File: src/rtl/hs_fetch_ctrl.sv
// hs_fetch_ctrl: instruction-fetch request generator feeding the fetch-queue FIFO.
//
// Issues sequential, word-aligned fetch requests on a valid/ready memory port,
// tags each in-order response with the PC it was fetched from and pushes
// {pc, insn} into the downstream FIFO. Requests are throttled by a credit
// counter (one credit per free FIFO slot) so a push is never refused, and by
// an outstanding-request limit. A flush redirects fetch to a new PC and
// discards every response still in flight at that moment.
//
// Ports:
//   clk_core, rst_core_n      core clock, asynchronous active-low reset
//   flush, redirect_pc        redirect strobe and new fetch PC (bits[1:0] ignored)
//   req_valid_o, req_ready_i  fetch request handshake
//   req_addr_o                fetch address (word aligned)
//   rsp_valid_i, rsp_data_i   in-order response beat, never back-pressured
//   ready_i                   FIFO ready (guaranteed high by the credit scheme)
//   valid_o, out              FIFO push strobe and {pc, insn} payload
//   pop_i                     FIFO output handshake, returns one credit

module hs_fetch_ctrl #(
    parameter int              XLEN            = 32,
    parameter int              ILEN            = 32,
    parameter logic [XLEN-1:0] RESET_PC        = 32'h0000_0000,
    parameter int              CREDITS         = 3,
    parameter int              MAX_OUTSTANDING = 4
) (
    input  logic                 clk_core,
    input  logic                 rst_core_n,
    input  logic                 flush,
    input  logic [XLEN-1:0]      redirect_pc,
    output logic                 req_valid_o,
    input  logic                 req_ready_i,
    output logic [XLEN-1:0]      req_addr_o,
    input  logic                 rsp_valid_i,
    input  logic [ILEN-1:0]      rsp_data_i,
    input  logic                 ready_i,
    output logic                 valid_o,
    output logic [XLEN+ILEN-1:0] out,
    input  logic                 pop_i
);

    localparam int CW = $clog2(CREDITS + 1);
    localparam int OW = $clog2(MAX_OUTSTANDING + 1);

    localparam logic [CW-1:0]   CR_FULL   = CW'(CREDITS);
    localparam logic [CW+1:0]   CR_FULL_W = (CW+2)'(CREDITS);
    localparam logic [OW-1:0]   OUT_MAX   = OW'(MAX_OUTSTANDING);
    localparam logic [XLEN-1:0] PC_STEP   = XLEN'(4);

    typedef enum logic [0:0] {
        ST_BOOT = 1'b0,
        ST_RUN  = 1'b1
    } state_t;

    state_t                 state_r;
    state_t                 state_nx_s;
    logic [XLEN-1:0]        addr_r;
    logic [XLEN-1:0]        rsp_pc_r;
    logic [CW-1:0]          credits_r;
    logic [OW-1:0]          outstanding_r;
    logic [OW-1:0]          discard_r;
    logic                   valid_r;
    logic [XLEN+ILEN-1:0]   out_r;

    logic                   req_valid_s;
    logic                   fire_s;
    logic                   drop_s;
    logic                   accept_s;
    logic [XLEN-1:0]        redirect_aligned_s;
    logic [OW-1:0]          out_inc_s;
    logic [OW-1:0]          outstanding_nx_s;
    logic [CW+1:0]          cr_sum_s;
    logic [CW+1:0]          cr_net_s;
    logic [CW-1:0]          credits_nx_s;
    logic [OW-1:0]          discard_nx_s;

    // BOOT lasts exactly one cycle after reset release; RUN is absorbing.
    always_comb begin
        state_nx_s = ST_BOOT;
        case (state_r)
            ST_BOOT: state_nx_s = ST_RUN;
            ST_RUN:  state_nx_s = ST_RUN;
            default: state_nx_s = ST_BOOT;
        endcase
    end

    // Handshake decode: issue permission comes only from registered state
    // (never from req_ready_i); flush suppresses issue for its own cycle.
    always_comb begin
        req_valid_s        = 1'b0;
        redirect_aligned_s = {redirect_pc[XLEN-1:2], 2'b00};
        if ((state_r == ST_RUN) && !flush &&
            (credits_r != {CW{1'b0}}) && (outstanding_r < OUT_MAX)) begin
            req_valid_s = 1'b1;
        end else begin
            req_valid_s = 1'b0;
        end
        fire_s   = req_valid_s & req_ready_i;
        drop_s   = rsp_valid_i & (discard_r != {OW{1'b0}});
        accept_s = rsp_valid_i & (discard_r == {OW{1'b0}}) & !flush;
    end

    // In-flight request count after this cycle's fire and response.
    always_comb begin
        out_inc_s = outstanding_r + {{(OW-1){1'b0}}, fire_s};
        if (rsp_valid_i && (out_inc_s != {OW{1'b0}})) begin
            outstanding_nx_s = out_inc_s - {{(OW-1){1'b0}}, 1'b1};
        end else begin
            outstanding_nx_s = out_inc_s;
        end
    end

    // Credit update: pops and discarded responses return credits, a fire
    // consumes one; the result saturates at the FIFO capacity.
    always_comb begin
        cr_sum_s = {2'b00, credits_r}
                 + {{(CW+1){1'b0}}, pop_i}
                 + {{(CW+1){1'b0}}, drop_s};
        if (fire_s && (cr_sum_s != {(CW+2){1'b0}})) begin
            cr_net_s = cr_sum_s - {{(CW+1){1'b0}}, 1'b1};
        end else begin
            cr_net_s = cr_sum_s;
        end
        if (cr_net_s > CR_FULL_W) begin
            credits_nx_s = CR_FULL;
        end else begin
            credits_nx_s = cr_net_s[CW-1:0];
        end
    end

    // A flush marks everything still in flight (including a same-cycle
    // fire) as stale; otherwise each dropped response retires one stale slot.
    always_comb begin
        discard_nx_s = discard_r;
        if (flush) begin
            discard_nx_s = outstanding_nx_s;
        end else if (drop_s) begin
            discard_nx_s = discard_r - {{(OW-1){1'b0}}, 1'b1};
        end else begin
            discard_nx_s = discard_r;
        end
    end

    // FSM state register.
    always_ff @(posedge clk_core or negedge rst_core_n) begin
        if (!rst_core_n) begin
            state_r <= ST_BOOT;
        end else begin
            state_r <= state_nx_s;
        end
    end

    // Fetch address and response-tag PC; both restart at the redirect target.
    always_ff @(posedge clk_core or negedge rst_core_n) begin
        if (!rst_core_n) begin
            addr_r   <= RESET_PC;
            rsp_pc_r <= RESET_PC;
        end else if (flush) begin
            addr_r   <= redirect_aligned_s;
            rsp_pc_r <= redirect_aligned_s;
        end else begin
            if (fire_s) begin
                addr_r <= addr_r + PC_STEP;
            end else begin
                addr_r <= addr_r;
            end
            if (accept_s) begin
                rsp_pc_r <= rsp_pc_r + PC_STEP;
            end else begin
                rsp_pc_r <= rsp_pc_r;
            end
        end
    end

    // Credit, outstanding and discard counters.
    always_ff @(posedge clk_core or negedge rst_core_n) begin
        if (!rst_core_n) begin
            credits_r     <= CR_FULL;
            outstanding_r <= {OW{1'b0}};
            discard_r     <= {OW{1'b0}};
        end else begin
            if (flush) begin
                credits_r <= CR_FULL;
            end else begin
                credits_r <= credits_nx_s;
            end
            outstanding_r <= outstanding_nx_s;
            discard_r     <= discard_nx_s;
        end
    end

    // Registered FIFO push: one-cycle pulse per accepted response.
    always_ff @(posedge clk_core or negedge rst_core_n) begin
        if (!rst_core_n) begin
            valid_r <= 1'b0;
            out_r   <= {(XLEN+ILEN){1'b0}};
        end else begin
            valid_r <= accept_s;
            if (accept_s) begin
                out_r <= {rsp_pc_r, rsp_data_i};
            end else begin
                out_r <= out_r;
            end
        end
    end

    assign req_valid_o = req_valid_s;
    assign req_addr_o  = addr_r;
    assign valid_o     = valid_r;
    assign out         = out_r;

    hs_fetch_ctrl_chk #(
        .OW (OW)
    ) u_chk (
        .clk         (clk_core),
        .rst_n       (rst_core_n),
        .push_valid  (valid_r),
        .push_ready  (ready_i),
        .rsp_valid   (rsp_valid_i),
        .outstanding (outstanding_r)
    );

endmodule

// hs_fetch_ctrl_chk: protocol checks for hs_fetch_ctrl.
// Ports: clk/rst_n, push handshake, response strobe, in-flight count.
module hs_fetch_ctrl_chk #(
    parameter int OW = 3
) (
    input logic          clk,
    input logic          rst_n,
    input logic          push_valid,
    input logic          push_ready,
    input logic          rsp_valid,
    input logic [OW-1:0] outstanding
);

    // The credit scheme must keep the FIFO able to take every push.
    a_push_ready: assert property (@(posedge clk) disable iff (!rst_n)
        push_valid |-> push_ready);

    // Memory may only answer requests that were actually issued.
    a_rsp_expected: assert property (@(posedge clk) disable iff (!rst_n)
        rsp_valid |-> (outstanding != {OW{1'b0}}));

endmodule
File: config.mk
export PLATFORM = sky130hd
export DESIGN_NAME = hs_fetch_ctrl
export DESIGN_NICKNAME = d
export VERILOG_FILES = /design/src/rtl/hs_fetch_ctrl.sv
export SDC_FILE = /design/constraint.sdc
export NUM_CORES = 1
export LEC_CHECK = 0
export ABC_AREA = 1
export BUFFER_PORTS_ARGS = -buffer_cell sky130_fd_sc_hd__clkbuf_2
export CAP_MARGIN = 5
export CELL_PAD_IN_SITES_DETAIL_PLACEMENT = 1
export CELL_PAD_IN_SITES_GLOBAL_PLACEMENT = 1
export CORE_MARGIN = 5
export CORE_UTILIZATION = 42
export DETAILED_ROUTE_END_ITERATION = 8
export GPL_ROUTABILITY_DRIVEN = 0
export PLACE_DENSITY = 0.95
export SKIP_LAST_GASP = 1
export SYNTH_ARGS = -nofsm -noshare
export SYNTH_HDL_FRONTEND = slang
export SYNTH_SLANG_ARGS = --single-unit
File: constraint.sdc
create_clock -name clk_core -period 4.1 [get_ports clk_core]
set_input_delay 0.205 -clock clk_core [delete_from_list [all_inputs] [get_ports clk_core]]
set_output_delay 0.205 -clock clk_core [all_outputs]
set_load 0.005 [all_outputs]
==> out/metrics.csv, run 1 <==
metric;value;unit
status;complete, no violations;
Hold Startpoint;rsp_data_i[27];
met1 usage;33.3;%
main combinational cell family by area after synthesis;simple AND/OR/NAND/NOR gates;
R2R Setup Slk;0.48;ns
Slew Limit Headroom;45.2;%
largest net degree at the start of global routing;74;
1st-pass router iterations;5;
die height;140;um
critical path required time;4.42;ns
n_diodes;0;
IO Count;169;
Total Nets Final;1205;
setup tns final;0;ns
Die Area;0.0196;sq mm
Initial Utilization;42.8;%
initial antenna violation count;0;
core area;0.0166;sq mm
Max FO, Critical Path;20;
final antenna-violating net count;0;
initial drt markers;435;
Synth area leader;dfrtp_1;
Port Buffers;161;
Post-Synth Simple-Gate Area;34.0;%
fin crit period;3.62;ns
Seq/Total Area, Yosys;46.6;%
worst hold path class;input pin to flip-flop;
share of cells above drive strength 1;19.7;%
Rows;47;
max_cap viols;0;
Worst-Skew Late Latency;0.43;ns
die width;140;um
total CTS buffers;17;
Cell Area, Placed;0.00805;sq mm
reg2reg start;credits_r[1];
GRT Total Usage;27.3;%
pwr dens;594;mW/mm^2
skew final;0.00876;ns
Finished Cell Area;0.00901;sq mm
dominant synthesized flop cell;dfrtp_1;
first-pass GRT wire length;42800;um
Synth-to-Final Area Change;27.0;%
met2 Resource Use GR;46.9;%
f_max;0.276;GHz
Synth Area in Adders;2.40;%
most common cell in the synthesized netlist;nand2_1;
FF+latch area;0.00331;sq mm
synthesized area per cell;7.57;sq um
CP Data Arrival Time;3.94;ns
Yosys top cell area share;45.8;%
total number of vias;7296;
Setup crit start kind;flip-flop;
grt met3 use;6.07;%
Post-Syn Area;0.00710;sq mm
vias in the first global route;8032;
EDFF count, synth;0;
final slew viol count;0;
most used routing layer;met2;
compound-cell area share of the yosys netlist;7.56;%
# fillers;2078;
Finish-stage setup viols;0;
Cell variety after synth;43;
top cells by area in the synthesized netlist;dfrtp_1 46%, nand2_1 17%, nand3_1 5.3%;
drt wl/cell;19.5;um
DRC Markers;0;
CP Capture Type;flip-flop;
Mapped Cells;937;
Clk pin slew, worst setup/hold paths;0.06;ns
CTS tree;built;
DR vias/cell;5.39;
post_cts resized;0;
post-DP HPWL;17100;um
area occupied by multi-input gates;0.00329;sq mm
total congestion overflow;0;
final cycle utilization of the critical path;88.4;%
XOR/XNOR share of the synthesized area;1.97;%
multiplexer share of the synthesized area;0.141;%
Seq cells post-synth;132;
number of setup buffers added after CTS;0;
Synth Warn #;0;
FFs w/ async S/R, synth;100;%
Pleak;4.64;nW
clk buf depth;2;
VDD IR-drop max;323;uV
CTS H-tree depth;4;
Routed WL;26300;um
Final Hold Viols;0;
Worst-Margin Slew;0.821;ns
clock root buffer;clkbuf_16;
CP Class;flip-flop to flip-flop;
worst setup path startpoint;credits_r[1];
Clock Sinks;132;
RSZ-0062 raised after global routing;false;
top cells by count, synth;330 x nand2_1, 130 x dfrtp_1, 97 x nor2_1, 82 x inv_1, 75 x nand3_1;
[kinds of logic after synthesis]
group | after synthesis
AND/OR/NAND/NOR | 563
flip-flops | 132
buffers and inverters | 121
AO/OA/AOI/OAI | 89
XOR/XNOR | 16
adder cells (fa/ha/maj) | 13
other | 2
multiplexers | 1
[report_power, final]
| part | switching [mW] | total (mW) | internal, mW | leakage (nW) |
|---|---|---|---|---|
| sequential | 0.359 | 2.10 | 1.74 | 1.61 |
| combinational | 0.927 | 1.54 | 0.617 | 2.72 |
| clock | 0.626 | 1.71 | 1.08 | 0.303 |
[cell usage in the layout (no fill, tap or decap), types with 6 or more instances in the layout]
master and count:
a31oi_1 6, ha_1 12, clkbuf_16 17, inv_1 82, nand2_2 7, xor2_1 12, o21a_1 8, dfrtp_1 130
nand3b_1 12, a21oi_1 15, o211ai_1 9, nor3_1 10, nand2_1 330, nand3_1 75, clkbuf_2 160, o21ai_0 35
nor2_1 97, nand4_1 18, dlygate4sd3_1 31
[worst max-delay path, stage by stage, from the launching register on]
cell and delay, ns:
dfstp_2 0.55, nor2_1 0.07, nor3_4 0.22, nand2_2 0.22, inv_2 0.37, ha_1 0.23
ha_1 0.16, inv_1 0.08, ha_1 0.22, ha_1 0.21, nor2_1 0.26, inv_1 0.11
o21ai_0 0.46, o21ai_0 0.23, o31ai_1 0.13
[state kept, by name (all words and copies together) (netlist names)]
signal         flops
req_addr_o        30
state_r            1
out               62
valid_o            1
outstanding_r      3
rsp_pc_r          30
credits_r          2
discard_r          3
[final timing paths]
kind / endpoint / cells after the start
worst max-delay path: discard_r[1] / 14
worst min-delay path: out[27] / 3
worst max register to register: discard_r[1] / 14
worst min register to register: out[36] / 2
max in group asynchronous: credits_r[0] / 3
min in group asynchronous: out[10] / 2
[layer usage]
layer / routed length [um] / up-vias / share of wire [%]
met5: 0 / - / 0
met4: 891 / 0 / 3.4
li1: - / 3361 / -
met3: 1580 / 77 / 6.0
met1: 10900 / 3568 / 41
met2: 13000 / 290 / 49
[final cells by class]
| class | count | area share [%] |
|---|---|---|
| Clock inverter | 15 | 2.53 |
| Timing Repair Buffer | 197 | 12.9 |
| Tap cell | 220 | 3.06 |
| Clock buffer | 17 | 4.72 |
| Sequential cell | 132 | 36.7 |
| Multi-Input combinational cell | 687 | 36.5 |
| Inverter | 86 | 3.61 |
[through the flow]
| step | power (mW) | hold slack [ns] | cells | setup WS [ns] | utilization [%] |
|---|---|---|---|---|---|
| detailed placement | 3.55 | 0.278 | 1291 | 0.873 | 48.5 |
| global route | 5.69 | 0.0414 | 1354 | 0.350 | 54.3 |
| CTS | 5.36 | 0.0194 | 1354 | 0.552 | 54.3 |
| finish | 5.35 | 0.0262 | 1354 | 0.478 | 54.3 |
| global placement | 3.43 | 0.276 | 1291 | 1.09 | 48.5 |
| floorplan | 2.81 | -0.0906 | 940 | 1.47 | - |
[repair_timing]
action	in CTS	in global routing
endpoints found under the hold margin	101	0
endpoints found under the setup margin	0	0
hold buffers	31	0
(Power assumes the default switching activity.)
==> run 2, diff against run 1 <==
--- a/config.mk
+++ b/config.mk
@@ -10,11 +10,11 @@
 export CAP_MARGIN = 5
 export CELL_PAD_IN_SITES_DETAIL_PLACEMENT = 1
 export CELL_PAD_IN_SITES_GLOBAL_PLACEMENT = 1
-export CORE_MARGIN = 5
 export CORE_UTILIZATION = 42
 export DETAILED_ROUTE_END_ITERATION = 8
 export GPL_ROUTABILITY_DRIVEN = 0
-export PLACE_DENSITY = 0.95
+export PLACE_DENSITY_LB_ADDON = 0.3
+export REMOVE_ABC_BUFFERS = 1
 export SKIP_LAST_GASP = 1
 export SYNTH_ARGS = -nofsm -noshare
 export SYNTH_HDL_FRONTEND = slang
==> out/metrics.csv, run 2 (synthesis gave the netlist of run 1 again) <==
metric;value;unit
status;complete, no violations;
most common cell after layout, fill and taps aside;nand2_1;
Rows;47;
clk buf depth;2;
clock root buffer;clkbuf_16;
f_max;0.318;GHz
1st-pass router iterations;4;
first-pass GRT wire length;37700;um
critical path required time;4.39;ns
Pleak;4.61;nW
worst hold path class;input pin to flip-flop;
final cycle utilization of the critical path;76.6;%
initial antenna violation count;0;
Port Buffers;161;
die height;132;um
DR vias/cell;5.15;
Hold-fix buffers, CTS;26;
CP Class;flip-flop to flip-flop;
IO Count;169;
Clk pin slew, worst setup/hold paths;0.06;ns
die width;132;um
share of cells above drive strength 1;19.7;%
Max FO, Critical Path;20;
CP Data Arrival Time;3.43;ns
Largest register FFs;62;
Final Hold Viols;0;
post-DP HPWL;15700;um
Total Nets Final;1200;
Worst-Skew Late Latency;0.42;ns
Setup crit start kind;flip-flop;
CTS tree;built;
skew final;0.0106;ns
total number of vias;6947;
WHS;0.0106;ns
number of setup buffers added after CTS;0;
core area;0.0165;sq mm
CP Capture Type;flip-flop;
Initial Utilization;42.9;%
Finish-stage setup viols;0;
Slew Limit Headroom;26.6;%
total CTS buffers;17;
final antenna-violating net count;0;
pwr dens;569;mW/mm^2
RSZ-0062 raised after global routing;false;
GRT Total Usage;27.6;%
vias in the first global route;7393;
n_diodes;0;
total congestion overflow;0;
drt wl/cell;16.8;um
fin crit period;3.14;ns
initial drt markers;302;
Worst-Margin Slew;1.10;ns
Die Area;0.0174;sq mm
Routed WL;22700;um
Cell Count, Final, Fillers Out;1349;
Clock Sinks;132;
Synth-to-Final Area Change;25.5;%
setup tns final;0;ns
VDD IR-drop max;307;uV
post_cts resized;0;
max_cap viols;0;
most frequent cells in the layout;330 x nand2_1, 160 x clkbuf_2, 130 x dfrtp_1;
largest net degree at the start of global routing;64;
CTS H-tree depth;4;
DRC Markers;0;
final slew viol count;0;
placed cells;1291;
run 2: changes by cell type in the layout (fill, tap and decap cells not counted):
cell	change
clkbuf_8	+1
bufinv_16	-2
dlygate4sd3_1	-5
clkinv_2	+4
clkinv_4	+2
clkinvlp_4	-4
clkbuf_1	+1
inv_6	-2
run 2: cell type report:
class	count	area, sq um
fill	2082	7620
clock inverter	13	158
multi-input combinational	687	3290
clock buffer	19	443
tap	220	275
inverter	86	325
sequential	132	3310
timing repair buffer	192	1110
run 2: worst max-delay path, stage by stage (launching register included):
cell     delay, ns
dfstp_2       0.54
nor2_1        0.07
nor3_4        0.20
nand2_2       0.23
inv_2         0.38
ha_1          0.24
ha_1          0.16
inv_1         0.05
ha_1          0.19
ha_1          0.19
nor2_1        0.24
inv_1         0.09
nand2_1       0.06
o21ai_0       0.10
o21ai_0       0.15
o31ai_1       0.09
run 2: worst paths after layout:
path                                startpoint      endpoint  slack [ns]  cells past startpoint
min in group asynchronous           rst_core_n       out[60]        0.32                      2
max in group asynchronous           rst_core_n  credits_r[0]        2.82                      3
worst min-delay path            rsp_data_i[19]       out[19]        0.01                      3
worst max register to register    credits_r[1]  discard_r[1]        0.96                     15
worst min register to register          out[0]        out[0]        0.47                      2
worst max-delay path              credits_r[1]  discard_r[1]        0.96                     15
run 2: power by group:
group	total (mW)	internal (mW)	switching, mW
clock	1.57	0.971	0.594
sequential	2.07	1.74	0.329
combinational	1.43	0.608	0.822
total	5.06	3.32	1.75
run 2: metal layers:
| layer | up-vias | share of wire [%] | GRT usage (%) |
|---|---|---|---|
| met2 | 203 | 50 | 48.0 |
| li1 | 3359 | - | - |
| met4 | 0 | 1.6 | 8.01 |
| met3 | 26 | 4.6 | 4.69 |
| met5 | - | 0 | 0 |
| met1 | 3359 | 44 | 35.1 |
run 2: metrics by stage:
stage | util [%] | instance area [sq um] | setup WS [ns] | total power [mW]
after floorplan | - | 6920 | 1.47 | 2.78
after global placement | 48.7 | 8050 | 1.03 | 3.41
after detailed placement | 48.7 | 8050 | 0.889 | 3.50
after CTS | 53.9 | 8910 | 0.937 | 5.11
after global routing | 53.9 | 8910 | 0.626 | 5.41
final | 53.9 | 8910 | 0.959 | 5.06
